--- src/rtl/ps2_keyboard_controller.sv ---
// ps2_keyboard_controller: sequences the ps2_protocol link. Resets the keyboard
// (0xFF, ACK 0xFA, BAT 0xAA), forwards scan codes to the host and serialises LED
// updates as 0xED + data. Optional macro PS2_RETRY_EN enables per-byte resends.
module ps2_keyboard_controller #(
  parameter int TIMEOUT_CYCLES = 51_800_000,
  parameter int MAX_RETRIES    = 3
) (
  input  logic       clk,
  input  logic       reset,
  input  logic       cmd_ready,
  output logic       cmd_valid,
  output logic [7:0] cmd_byte,
  output logic       ack_ready,
  input  logic       ack_valid,
  input  logic       ack_error,
  output logic       rx_ready,
  input  logic       rx_valid,
  input  logic [7:0] rx_byte,
  input  logic       key_ready,
  output logic       key_valid,
  output logic [7:0] key_byte,
  output logic       leds_ready,
  input  logic       leds_valid,
  input  logic [2:0] leds,
  output logic       init_done,
  output logic       init_error,
  output logic       led_error
);

  localparam int TW = $clog2(TIMEOUT_CYCLES + 1);

  typedef enum logic [3:0] {
    S_INIT_SEND, S_INIT_ACK, S_INIT_RESP, S_INIT_BAT,
    S_IDLE,
    S_LED_CMD_SEND, S_LED_CMD_ACK, S_LED_CMD_RESP,
    S_LED_DAT_SEND, S_LED_DAT_ACK, S_LED_DAT_RESP,
    S_FAIL
  } state_t;

  state_t         state, state_nxt, resend_st;
  logic [TW-1:0]  tmr;
  logic           timeout;
  logic [2:0]     led_q;
  logic           in_resp, is_send, init_grp;
  logic [7:0]     send_byte;
  logic           fail_retry, fail_hard;
  logic           led_err_set, init_err_set, init_done_set;

`ifdef PS2_RETRY_EN
  localparam int RW = (MAX_RETRIES < 1) ? 1 : $clog2(MAX_RETRIES + 1);
  logic [RW-1:0]  retry_cnt;
  logic           retry_taken;
`endif

  // Every ack is owned by this block; stray acks are simply swallowed.
  assign ack_ready  = 1'b1;
  assign leds_ready = (state == S_IDLE);
  // Response/BAT bytes belong to the controller; otherwise single-entry key register.
  assign rx_ready   = in_resp ? 1'b1 : !key_valid;
  assign timeout    = (tmr == TW'(TIMEOUT_CYCLES - 1));

  // State classification, byte to send and the SEND state a retry returns to.
  always_comb begin
    in_resp  = state inside {S_INIT_RESP, S_INIT_BAT, S_LED_CMD_RESP, S_LED_DAT_RESP};
    is_send  = state inside {S_INIT_SEND, S_LED_CMD_SEND, S_LED_DAT_SEND};
    init_grp = state inside {S_INIT_SEND, S_INIT_ACK, S_INIT_RESP, S_INIT_BAT};
    if (init_grp) begin
      send_byte = 8'hFF;
      resend_st = S_INIT_SEND;
    end else if (state inside {S_LED_CMD_SEND, S_LED_CMD_ACK, S_LED_CMD_RESP}) begin
      send_byte = 8'hED;
      resend_st = S_LED_CMD_SEND;
    end else begin
      send_byte = {5'b0, led_q};
      resend_st = S_LED_DAT_SEND;
    end
  end

  // Next-state logic: advance on handshakes, then fold failures into retry or abort.
  always_comb begin
    state_nxt     = state;
    fail_retry    = 1'b0;
    fail_hard     = 1'b0;
    led_err_set   = 1'b0;
    init_err_set  = 1'b0;
    init_done_set = 1'b0;
`ifdef PS2_RETRY_EN
    retry_taken   = 1'b0;
`endif
    case (state)
      S_INIT_SEND:    if (cmd_valid && cmd_ready) state_nxt = S_INIT_ACK;
      S_LED_CMD_SEND: if (cmd_valid && cmd_ready) state_nxt = S_LED_CMD_ACK;
      S_LED_DAT_SEND: if (cmd_valid && cmd_ready) state_nxt = S_LED_DAT_ACK;
      S_INIT_ACK, S_LED_CMD_ACK, S_LED_DAT_ACK: begin
        if (ack_valid) begin
          if (ack_error)                     fail_retry = 1'b1;
          else if (state == S_INIT_ACK)      state_nxt  = S_INIT_RESP;
          else if (state == S_LED_CMD_ACK)   state_nxt  = S_LED_CMD_RESP;
          else                               state_nxt  = S_LED_DAT_RESP;
        end
      end
      S_INIT_RESP, S_LED_CMD_RESP, S_LED_DAT_RESP: begin
        // A byte arriving with the timeout takes priority; unknown bytes are ignored.
        if (rx_valid) begin
          if (rx_byte == 8'hFA) begin
            if (state == S_INIT_RESP)         state_nxt = S_INIT_BAT;
            else if (state == S_LED_CMD_RESP) state_nxt = S_LED_DAT_SEND;
            else                              state_nxt = S_IDLE;
          end else if (rx_byte == 8'hFE) begin
            fail_retry = 1'b1;
          end
        end else if (timeout) begin
          fail_retry = 1'b1;
        end
      end
      S_INIT_BAT: begin
        if (rx_valid) begin
          if (rx_byte == 8'hAA) begin
            state_nxt     = S_IDLE;
            init_done_set = 1'b1;
          end else if (rx_byte == 8'hFC) begin
            fail_hard = 1'b1;
          end else begin
            fail_retry = 1'b1;
          end
        end else if (timeout) begin
          fail_retry = 1'b1;
        end
      end
      S_IDLE: if (leds_valid) state_nxt = S_LED_CMD_SEND;
      default: state_nxt = S_FAIL;
    endcase
    if (fail_retry || fail_hard) begin
`ifdef PS2_RETRY_EN
      if (fail_retry && (retry_cnt < RW'(MAX_RETRIES))) begin
        state_nxt   = resend_st;
        retry_taken = 1'b1;
      end else
`endif
      if (init_grp) begin
        state_nxt    = S_FAIL;
        init_err_set = 1'b1;
      end else begin
        state_nxt   = S_IDLE;
        led_err_set = 1'b1;
      end
    end
  end

  // State register, command channel, status flags and latched LED value.
  always_ff @(posedge clk) begin
    if (reset) begin
      state      <= S_INIT_SEND;
      cmd_valid  <= 1'b0;
      cmd_byte   <= 8'h00;
      init_done  <= 1'b0;
      init_error <= 1'b0;
      led_error  <= 1'b0;
      led_q      <= 3'b000;
    end else begin
      state     <= state_nxt;
      led_error <= led_err_set;
      if (init_done_set) init_done  <= 1'b1;
      if (init_err_set)  init_error <= 1'b1;
      if (state == S_IDLE && leds_valid) led_q <= leds;
      if (cmd_valid && cmd_ready) begin
        cmd_valid <= 1'b0;
      end else if (is_send) begin
        cmd_valid <= 1'b1;
        cmd_byte  <= send_byte;
      end
    end
  end

  // Host scan-code register; nothing is forwarded until the keyboard is initialised.
  always_ff @(posedge clk) begin
    if (reset) begin
      key_valid <= 1'b0;
      key_byte  <= 8'h00;
    end else begin
      if (key_valid && key_ready) key_valid <= 1'b0;
      if (rx_valid && rx_ready && !in_resp && init_done) begin
        key_valid <= 1'b1;
        key_byte  <= rx_byte;
      end
    end
  end

  // Response timer, restarted on every state change and saturating at expiry.
  always_ff @(posedge clk) begin
    if (reset)                   tmr <= '0;
    else if (state_nxt != state) tmr <= '0;
    else if (!timeout)           tmr <= tmr + 1'b1;
  end

`ifdef PS2_RETRY_EN
  // Per-byte resend counter; cleared once a byte completes or a sequence ends.
  always_ff @(posedge clk) begin
    if (reset)            retry_cnt <= '0;
    else if (retry_taken) retry_cnt <= retry_cnt + 1'b1;
    else if (state_nxt != state && (in_resp || state_nxt == S_IDLE || state_nxt == S_FAIL))
      retry_cnt <= '0;
  end
`endif

endmodule

--- config.mk ---
export PLATFORM = sky130hd
export DESIGN_NAME = ps2_keyboard_controller
export DESIGN_NICKNAME = d
export VERILOG_FILES = /design/src/rtl/ps2_keyboard_controller.sv
export SDC_FILE = /design/constraint.sdc
export NUM_CORES = 1
export LEC_CHECK = 0
export CELL_PAD_IN_SITES_DETAIL_PLACEMENT = 0
export CELL_PAD_IN_SITES_GLOBAL_PLACEMENT = 1
export CORE_ASPECT_RATIO = 1.75
export CORE_MARGIN = 8
export CORE_UTILIZATION = 46
export CTS_BUF_LIST = sky130_fd_sc_hd__clkbuf_4 sky130_fd_sc_hd__clkbuf_8
export DETAILED_ROUTE_END_ITERATION = 10
export PLACE_DENSITY_LB_ADDON = 0.12
export SLEW_MARGIN = 20
export SYNTH_ARGS = -nofsm -noshare
export SYNTH_HDL_FRONTEND = slang
export SYNTH_SLANG_ARGS = --single-unit
--- constraint.sdc ---
create_clock -name clk -period 6.5 [get_ports clk]
set_input_delay 0.975 -clock clk [delete_from_list [all_inputs] [get_ports clk]]
set_output_delay 0.975 -clock clk [all_outputs]
set_load 0.005 [all_outputs]
Yosys cells after proc, flatten, opt, wreduce, memory -nomap -nowiden

Index checks and enable logic that the tools add are counted.

Bits in registers: 54
Output and inout port bits: 24
Logic and storage cells: 92

Add/subtract/negate cells: 1
Equality and inequality tests: 16
Muxes and demuxes: 42
Bitwise logic cells: 2
Reductions and logical operators: 21

Operator list:

| cell                                                            | count |
|---|---|
| 4-bit 2-to-1 mux                                                | 16 |
| 8-bit == test, second input constant                            | 4 |
| 4-bit one-hot mux with 7 select lines                           | 1 |
| 26-bit by 1-bit adder with 26-bit output, second input constant | 1 |
| 26-bit == test, second input constant                           | 1 |
| 1-bit 2-to-1 mux                                                | 22 |
| 4-bit by 3-bit == test with 1-bit output, second input constant | 4 |
| 8-bit 2-to-1 mux                                                | 2 |
| 4-bit == test, second input constant                            | 3 |
| 4-bit by 2-bit == test with 1-bit output, second input constant | 2 |
| 4-bit nonzero test                                              | 2 |
| 1-bit logical AND                                               | 6 |
| 3-bit nonzero test                                              | 2 |
| 2-bit OR reduction                                              | 3 |
| 3-bit OR reduction                                              | 2 |
| 4-bit by 1-bit == test with 1-bit output, second input constant | 1 |
| 4-bit logical NOT                                               | 1 |
| 4-bit inequality test                                           | 1 |
| 1-bit one-hot mux with 3 select lines                           | 1 |
| 1-bit logical NOT                                               | 2 |
| 1-bit NOT                                                       | 2 |
| 2-bit AND reduction                                             | 1 |
| 2-bit nonzero test                                              | 1 |
| 1-bit logical OR                                                | 1 |

Depth between registers and ports, before layout

Gate-level depths: netlist of the first run.

Depth after elaboration: 9
Mapped depth: 11
Gate-level depth less buffers: 8

Least setup slack after synthesis of the first run

OpenSTA, ideal clock, no wires.

Path kind: input port to flip-flop
Start: input rx_byte[0]
End: register tmr[16]
Setup time: 0.073 ns
Arrival: 2.820 ns
Setup slack: 3.607 ns
Cell stages on the path: 8
Buffers on the path: 1
Cell sequence: nand3b_1 > o21ai_0 > o22ai_2 > o41a_1 > a21oi_2 > mux2_4 > buf_6 > nor3_2

Cells in the longest elaborated chain, start to end: 9
Elaborated cells on any way between the ends: 24
Classes of those cells: eq/ne (5); mux (17); reduce/logical (2)

Ends and longest elaborated chain:

| element                                                                          | RTL line | RTL |
|---|---|---|
| from (decl)                                                                      | 18       | `input logic [7:0] rx_byte,` |
| 8-bit == test, on equally long branches                                          | 121, 109 |  |
| 1-bit 2-to-1 mux, on equally long branches                                       | 121, 109 |  |
| 1-bit 2-to-1 mux, on equally long branches                                       | 118, 105 |  |
| 1-bit 2-to-1 mux, on equally long branches                                       | 117, 104 |  |
| 1-bit one-hot mux with 3 select lines / 1-bit 2-to-1 mux (equally long branches) | 90       | `case (state)` |
| 1-bit logical OR                                                                 | 133      | `if (fail_retry \|\| fail_hard) begin` |
| 4-bit 2-to-1 mux (*)                                                             | 133      |  |
| 4-bit inequality test (*)                                                        | 192      | `else if (state_nxt != state) tmr <= '0;` |
| 2-bit OR reduction (no line) (*)                                                 | n/a      |  |
| to (signal assigned)                                                             | 193      | `else if (!timeout) tmr <= tmr + 1'b1;` |
| to (decl)                                                                        | 41       | `logic [TW-1:0] tmr;` |

Mark *: on every way between the ends. The rest lies on a longest branch, timed or not.
A chain may end at the register's enable or synchronous reset.

Worst setup path in the final report of the first run

Start: input reset
End: register tmr[14]

Cells in the longest elaborated chain, start to end: 1

Ends and longest elaborated chain:

| element                      | RTL line | RTL |
|---|---|---|
| from (decl)                  | 9        | `input logic reset,` |
| 2-bit OR reduction (no line) | n/a      |  |

Every way passes these cells.

==> results of run 1 <==
## registers in the layout, indices dropped and copies added (netlist names)
| register | cells |
|---|---|
| init_error | 1 |
| state | 4 |
| key_byte | 8 |
| led_q | 3 |
| cmd_byte | 5 |
| key_valid | 1 |
| cmd_valid | 1 |
| init_done | 1 |
| led_error | 1 |
| tmr | 26 |
## cell usage in the layout (no fill, tap or decap), types with 2 or more instances in the layout
cell,n
clkdlybuf4s50_1,41
xor2_1,12
nand3b_1,2
nor3_1,13
inv_1,8
o221a_2,2
nor3_2,21
and4bb_1,3
xnor2_1,13
and3b_1,2
o211a_1,2
o21ai_0,4
nand3_1,12
mux2i_1,13
nand4_1,11
nor4_1,4
clkbuf_8,6
o22a_1,2
o31ai_1,3
nor3b_1,4
and3_1,5
a21oi_1,8
and4_1,2
dfxtp_1,51
nand2b_1,2
nand2_1,24
nor2_1,35
## cells by family after synthesis
| logic type | Yosys count | share of synthesized area [%] |
|---|---|---|
| AO/OA/AOI/OAI | 39 | 10.7 |
| XOR/XNOR | 25 | 7.69 |
| adder cells (fa/ha/maj) | 1 | 0.439 |
| buffers and inverters | 28 | 6.55 |
| flip-flops | 51 | 35.9 |
| multiplexers | 16 | 5.98 |
| other | 1 | 0.132 |
| AND/OR/NAND/NOR | 150 | 32.7 |
## worst min path at each step
stage,start,endpoint,slack [ps],depth (start not counted)
floorplan,led_q[1],led_q[1],460,2
detailed placement,init_error,init_error,460,2
global route,key_byte[7],key_byte[7],550,2
CTS,init_error,init_error,490,2
global placement,init_error,init_error,460,2
finish,init_error,init_error,480,2
## routing by layer
layer	wire (um)	vias to the layer above
li1	-	1179
met1	2530	1118
met2	3830	34
met3	158	9
met4	129	0
met5	0	-
## cell type report
type	count	area [sq um]	share of cell area, %
clock buffers	6	82.6	2.48
clock inverters	2	35.0	1.05
inverters	9	33.8	1.01
multi-input cells	232	1640	49.2
flip-flops and latches	51	1020	30.7
well taps	80	100	3.01
repair buffers	42	418	12.6
## stage by stage
stage,cells,setup slack (ps)
2_1_floorplan,311,3610
3_3_place_gp,414,2660
3_5_place_dp,414,2640
4_1_cts,422,2980
5_1_grt,422,2710
6_report,422,2940
## where the power goes
group          switching, W  internal, W  total (W)
combinational      0.000110    0.0000781   0.000188
clock              0.000104     0.000125   0.000229
sequential        0.0000269     0.000329   0.000356
## worst max-delay path: cells and delay by family
| kind | cells | cell delay (ps) |
|---|---|---|
| muxes | 1 | 460 |
| buffers and inverters | 2 | 1240 |
| AOI/OAI and AO/OA | 3 | 780 |
| and+or+nand+nor | 2 | 310 |
==> metrics.md, run 1 <==
| Metric | Value |
|---|---|
| Cell variety after synth | `64` |
| Rel. slew slack | `37.0%` |
| Nets | `around 360` |
| Startpoint Class | `input port` |
| Cell Pwr Density | `roughly 230 nW/um^2` |
| Gr usage total | `between 10% and 20%` |
| Chip Width | `75.5 um` |
| Fin util | `a little over half` |
| Port Buffer Count | `41` |
| Worst setup path class | `input port to flip-flop` |
| Met3 usage | `2.51%` |
| Worst-path cell chain | `clkdlybuf4s50_1 > inv_1 > o311ai_0 > a311o_1 > o31ai_1 > nand2_1 > mux2_4 > nor3_1` |
| Post-synth top cells | `dfxtp_1 (51), nor2_1 (35), nand2_1 (24)` |
| Hold WS | `478 ps` |
| Layout area overhead | `17.0%` |
| RSZ-0062 raised after global routing | `no` |
| CP Data Required Time | `~6700 ps` |
| Status | `finished clean` |
| Initial DRC count | `roughly 140` |
| Hold Vio Cnt, Final | `0` |
| DIE AREA | `~9000 sq um` |
| Worst vdd ir | `between 0.15 and 0.2 mV` |
| Mean Syn Cell Area | `around 9.2 sq um` |
| TritonCTS clock tree | `built` |
| Routed vias | `about 2,300` |
| Setup Skew | `between 7 and 8 ps` |
| DP Wirelength | `just under 5000 um` |
| Pins Over Slew Limit | `0` |
| Critical Path Max Stage Delay | `about 910 ps` |
| Worst Setup EP | `tmr[14]` |
| Setup Buffers After CTS | `0` |
| Reg2Reg Launch Point | `state[0]` |
| CTS H-tree depth | `2` |
| Core Box Area | `6090 sq um` |
| Post-synth EDFFs | `0` |
| # rows | `38` |
| DRC errors left | `0` |
| Data arrival, critical path | `3780 ps` |
| Maxcap violations | `0` |
| Die Ht | `120 um` |
| Most used DFF post-synth | `dfxtp_1` |
| First-pass GRT wire length | `11,200 um` |
| Initial core utilization | `46.8%` |
| Area leader, netlist | `dfxtp_1` |
| Crit Path Max Fanout | `26` |
| Routed WL per cell | `approximately 16 um` |
| Initial antenna violation count | `0` |
| Worst-margin pin slew | `942 ps` |
| Met1 Use GR | `roughly 16%` |
| Worst reg2reg path depth | `7` |
| GR peak layer | `met2` |
| Asr flop ratio synth | `0%` |
| Routed Antenna Nets | `0` |
| Yosys reg bits | `a little over 50` |
| # setup viols final | `0` |
| Ranking of synthesized cells by area | `dfxtp_1 (36%), nor3_2 (7.4%), nor2_1 (4.6%)` |
| CTS Hold Bufs | `0` |
| Layout cells sized above 1 | `between 10% and 20%` |
| Mapped Cells | `between 300 and 400` |
| Post-cts sizing count | `0` |
| R2R setup slack | `3750 ps` |
| Net Count, Synth | `between 300 and 400` |
| Clk buf depth | `2` |
| Worst reg2reg path endpoint | `tmr[14]` |
| Area share of the largest cell type after synthesis | `35.9%` |
| Synthesized area | `roughly 2800 sq um` |
| Critical Path Source | `reset` |
| Minimum clock period | `approximately 3600 ps` |
| F_max | `281 MHz` |
| Worst min path class | `flip-flop to flip-flop` |
| Congestion Overflow GR | `0` |
| Setup_tns | `0 ps` |
| Number of global-route vias before repair | `approximately 2,400` |
| Critical Path End Type | `flip-flop` |
| Reg clk slew, reported paths | `90 ps` |
| Drt via density | `5.55` |
| Largest net degree at the start of global routing | `27` |
| 1st-pass router iterations | `4` |
| Area after DPL | `between 3000 and 4000 sq um` |
| Tcrit/Tclk final | `54.8%` |
| Fill count | `about 640` |
| # diodes | `0` |
| Gpl congestion | `roughly 0.81` |
| IO Count | `43` |
| Register area share after synthesis | `35.9%` |
| Met2 GRT Util | `29.7%` |
| Num CTS Buffers | `5` |
| Sink Count | `just over 50` |
| Yosys warning count | `0` |
| Leak | `approximately 1.2 nW` |
| Clock Latency Late Sink | `300 ps` |
| Power, Total | `a little under 0.0008 W` |
| Critical path's slowest cell | `clkdlybuf4s50_1` |
| Total Wirelength | `between 6000 and 7000 um` |
| Post-route cell area | `between 3000 and 4000 sq um` |
| Most common cell in the netlist | `dfxtp_1` |
| Root buffer cell | `clkbuf_8` |
Note: power is estimated with default switching activity, not from simulation.
==> inputs of run 2 (changes only) <==
--- a/config.mk
+++ b/config.mk
@@ -9,7 +9,7 @@
 export CELL_PAD_IN_SITES_GLOBAL_PLACEMENT = 1
 export CORE_ASPECT_RATIO = 1.75
 export CORE_MARGIN = 8
-export CORE_UTILIZATION = 46
+export CORE_UTILIZATION = 38
 export CTS_BUF_LIST = sky130_fd_sc_hd__clkbuf_4 sky130_fd_sc_hd__clkbuf_8
 export DETAILED_ROUTE_END_ITERATION = 10
 export PLACE_DENSITY_LB_ADDON = 0.12
==> constraint.sdc (replaced) <==
create_clock -name clk -period 3.25 [get_ports clk]
set_input_delay 0.4875 -clock clk [delete_from_list [all_inputs] [get_ports clk]]
set_output_delay 0.4875 -clock clk [all_outputs]
set_load 0.005 [all_outputs]
==> metrics.md, run 2 (same netlist as run 1, synthesis figures left out) <==
| Metric | Value |
|---|---|
| Status | `finished clean` |
| Setup Skew | `6.24 ps (-1.23 ps)` |
| Initial antenna violation count | `0 (unchanged)` |
| Worst-margin pin slew | `633 ps (-309 ps)` |
| Psw | `0.000509 W (+110%)` |
| Worst setup path class | `input port to flip-flop` |
| Layout area overhead | `18.9%` |
| Sink Count | `51 (unchanged)` |
| Routed vias | `2,366 (+1.1%)` |
| # diodes | `0 (unchanged)` |
| Minimum clock period | `about 2800 ps` |
| Leak | `1.18 nW (+2.4%)` |
| Switching share of power | `33.8% (+2.7 points)` |
| Tcrit/Tclk final | `just under 90%` |
| Layout cells sized above 1 | `14.9% (+2.0 points)` |
| Port Buffer Count | `41 (unchanged)` |
| F_max | `351 MHz` |
| Crit Path Max Fanout | `26 (unchanged)` |
| Critical Path End Type | `flip-flop` |
| Setup_tns | `0 ps (unchanged)` |
| Cell Pwr Density | `445 nW/um^2 (+92%)` |
| Data arrival, critical path | `3080 ps (-700 ps)` |
| Routed WL per cell | `16.6 um (+5.2%)` |
| Max reg flops | `26 (unchanged)` |
| # rows | `42 (+11%)` |
| CP Data Required Time | `3490 ps (-3230 ps)` |
| Top flop regs | `tmr: 26 flops, key_byte: 8 flops, cmd_byte: 5 flops` |
| DP Wirelength | `5560 um (+12%)` |
| Clock Power Share | `25.0% (-4.6 points)` |
| First-pass GRT wire length | `12,000 um (+7.1%)` |
| Sequential share of power | `46.2% (about the same)` |
| Reg clk slew, reported paths | `90 ps (about the same)` |
| Routed Antenna Nets | `0 (unchanged)` |
| 1st-pass router iterations | `4 (unchanged)` |
| Setup Buffers After CTS | `0 (unchanged)` |
| Initial core utilization | `38.4% (-8.4 points)` |
| RSZ-0062 raised after global routing | `no` |
| Nets | `369 (+2.2%)` |
| Initial DRC count | `63 (-56%)` |
| CTS H-tree depth | `2 (unchanged)` |
| Most frequent cells in the layout | `dfxtp_1 (51), clkdlybuf4s50_1 (41), nor2_1 (35)` |
| Worst vdd ir | `0.217 mV (+22%)` |
| DIE AREA | `10,600 sq um (+17%)` |
| Congestion Overflow GR | `0 (unchanged)` |
| Drt via density | `5.40 (-2.6%)` |
| Hold Vio Cnt, Final | `0 (unchanged)` |
| Fin util | `45.7% (-9.0 points)` |
| Commonest non-fill, non-tap cell in the layout | `dfxtp_1` |
| TritonCTS clock tree | `built` |
| Num CTS Buffers | `5 (unchanged)` |
| Logic gate share of total power | `28.8% (+4.5 points)` |
| Clock Latency Late Sink | `310 ps (about the same)` |
| Number of global-route vias before repair | `2,544 (+5.5%)` |
| Gpl congestion | `0.827 (+2.2%)` |
| Cell-internal power | `0.000997 W (+87%)` |
| # setup viols final | `0 (unchanged)` |
| Worst min path class | `flip-flop to flip-flop` |
| Largest net degree at the start of global routing | `27 (unchanged)` |
| Clk buf depth | `2 (unchanged)` |
| DRC errors left | `0 (unchanged)` |
| CTS Hold Bufs | `0 (unchanged)` |
| Largest reg by FF count | `tmr` |
| R2R setup slack | `570 ps (-3180 ps)` |
| Core Box Area | `7410 sq um (+22%)` |
| Total Wirelength | `7270 um (+9.2%)` |
| Chip Width | `81.4 um (+7.9%)` |
| IO Count | `43 (unchanged)` |
| Startpoint Class | `input port` |
| Pins Over Slew Limit | `0 (unchanged)` |
| Root buffer cell | `clkbuf_8` |
| Gr usage total | `14.6% (-1.1 points)` |
| Maxcap violations | `0 (unchanged)` |
| Rel. slew slack | `57.4% (+20 points)` |
| Post-cts sizing count | `0 (unchanged)` |
| Die Ht | `130 um (+8.7%)` |
## run 2: changes by cell type in the layout (fill, tap and decap cells not counted)
cell        change
buf_12          +1
buf_4           +7
bufinv_16       -1
clkbuf_4        +1
clkbuf_8        -1
clkinvlp_4      +1
## run 2: worst max-delay path, stage by stage
cell	delay, ps
clkdlybuf4s50_1	430
nand3b_1	330
nor4_1	480
nor2_1	120
o41a_1	360
a21oi_2	170
mux2_4	480
nor3b_1	210
## run 2: stage by stage
stage / setup slack [ps] / std cells / area (sq um) / hold slack [ps] / power, W
after floorplan: 844 / 311 / 2850 / 457 / 0.00105
after global placement: 70.9 / 430 / 3290 / 454 / 0.00115
after detailed placement: 71.6 / 430 / 3290 / 468 / 0.00115
after CTS: 403 / 438 / 3380 / 489 / 0.00153
after global routing: 180 / 438 / 3380 / 511 / 0.00158
final: 405 / 438 / 3380 / 479 / 0.00151
## run 2: layer usage
layer / share of wire, % / global-route usage (%) / up-vias
met5: 0 / 0 / -
met4: 4.5 / 8.78 / 0
met3: 2.6 / 2.81 / 17
met2: 55 / 27.3 / 44
met1: 38 / 13.9 / 1109
li1: - / - / 1196
## run 2: area by class of cell
type	instances	area [sq um]
Fill cell	757	4030
Tap cell	88	110
Inverter	9	33.8
Clock buffer	6	76.3
Sequential cell	51	1020
Multi-Input combinational cell	232	1640
Timing Repair Buffer	50	490
Clock inverter	2	12.5
## run 2: worst paths after layout
| path | startpoint | end | cells after the start |
|---|---|---|---|
| max reg2reg | state[3] | tmr[5] | 7 |
| min | init_error | init_error | 2 |
| max | rx_byte[0] | tmr[5] | 8 |
| min reg2reg | init_error | init_error | 2 |
## run 2: power groups by stage
stage	logic, W	registers (W)	clock network [W]
floorplan	0.000349	0.000697	0
global placement	0.000436	0.000710	0
detailed placement	0.000440	0.000709	0
CTS	0.000440	0.000695	0.000393
global route	0.000471	0.000702	0.000406
finish	0.000434	0.000696	0.000377
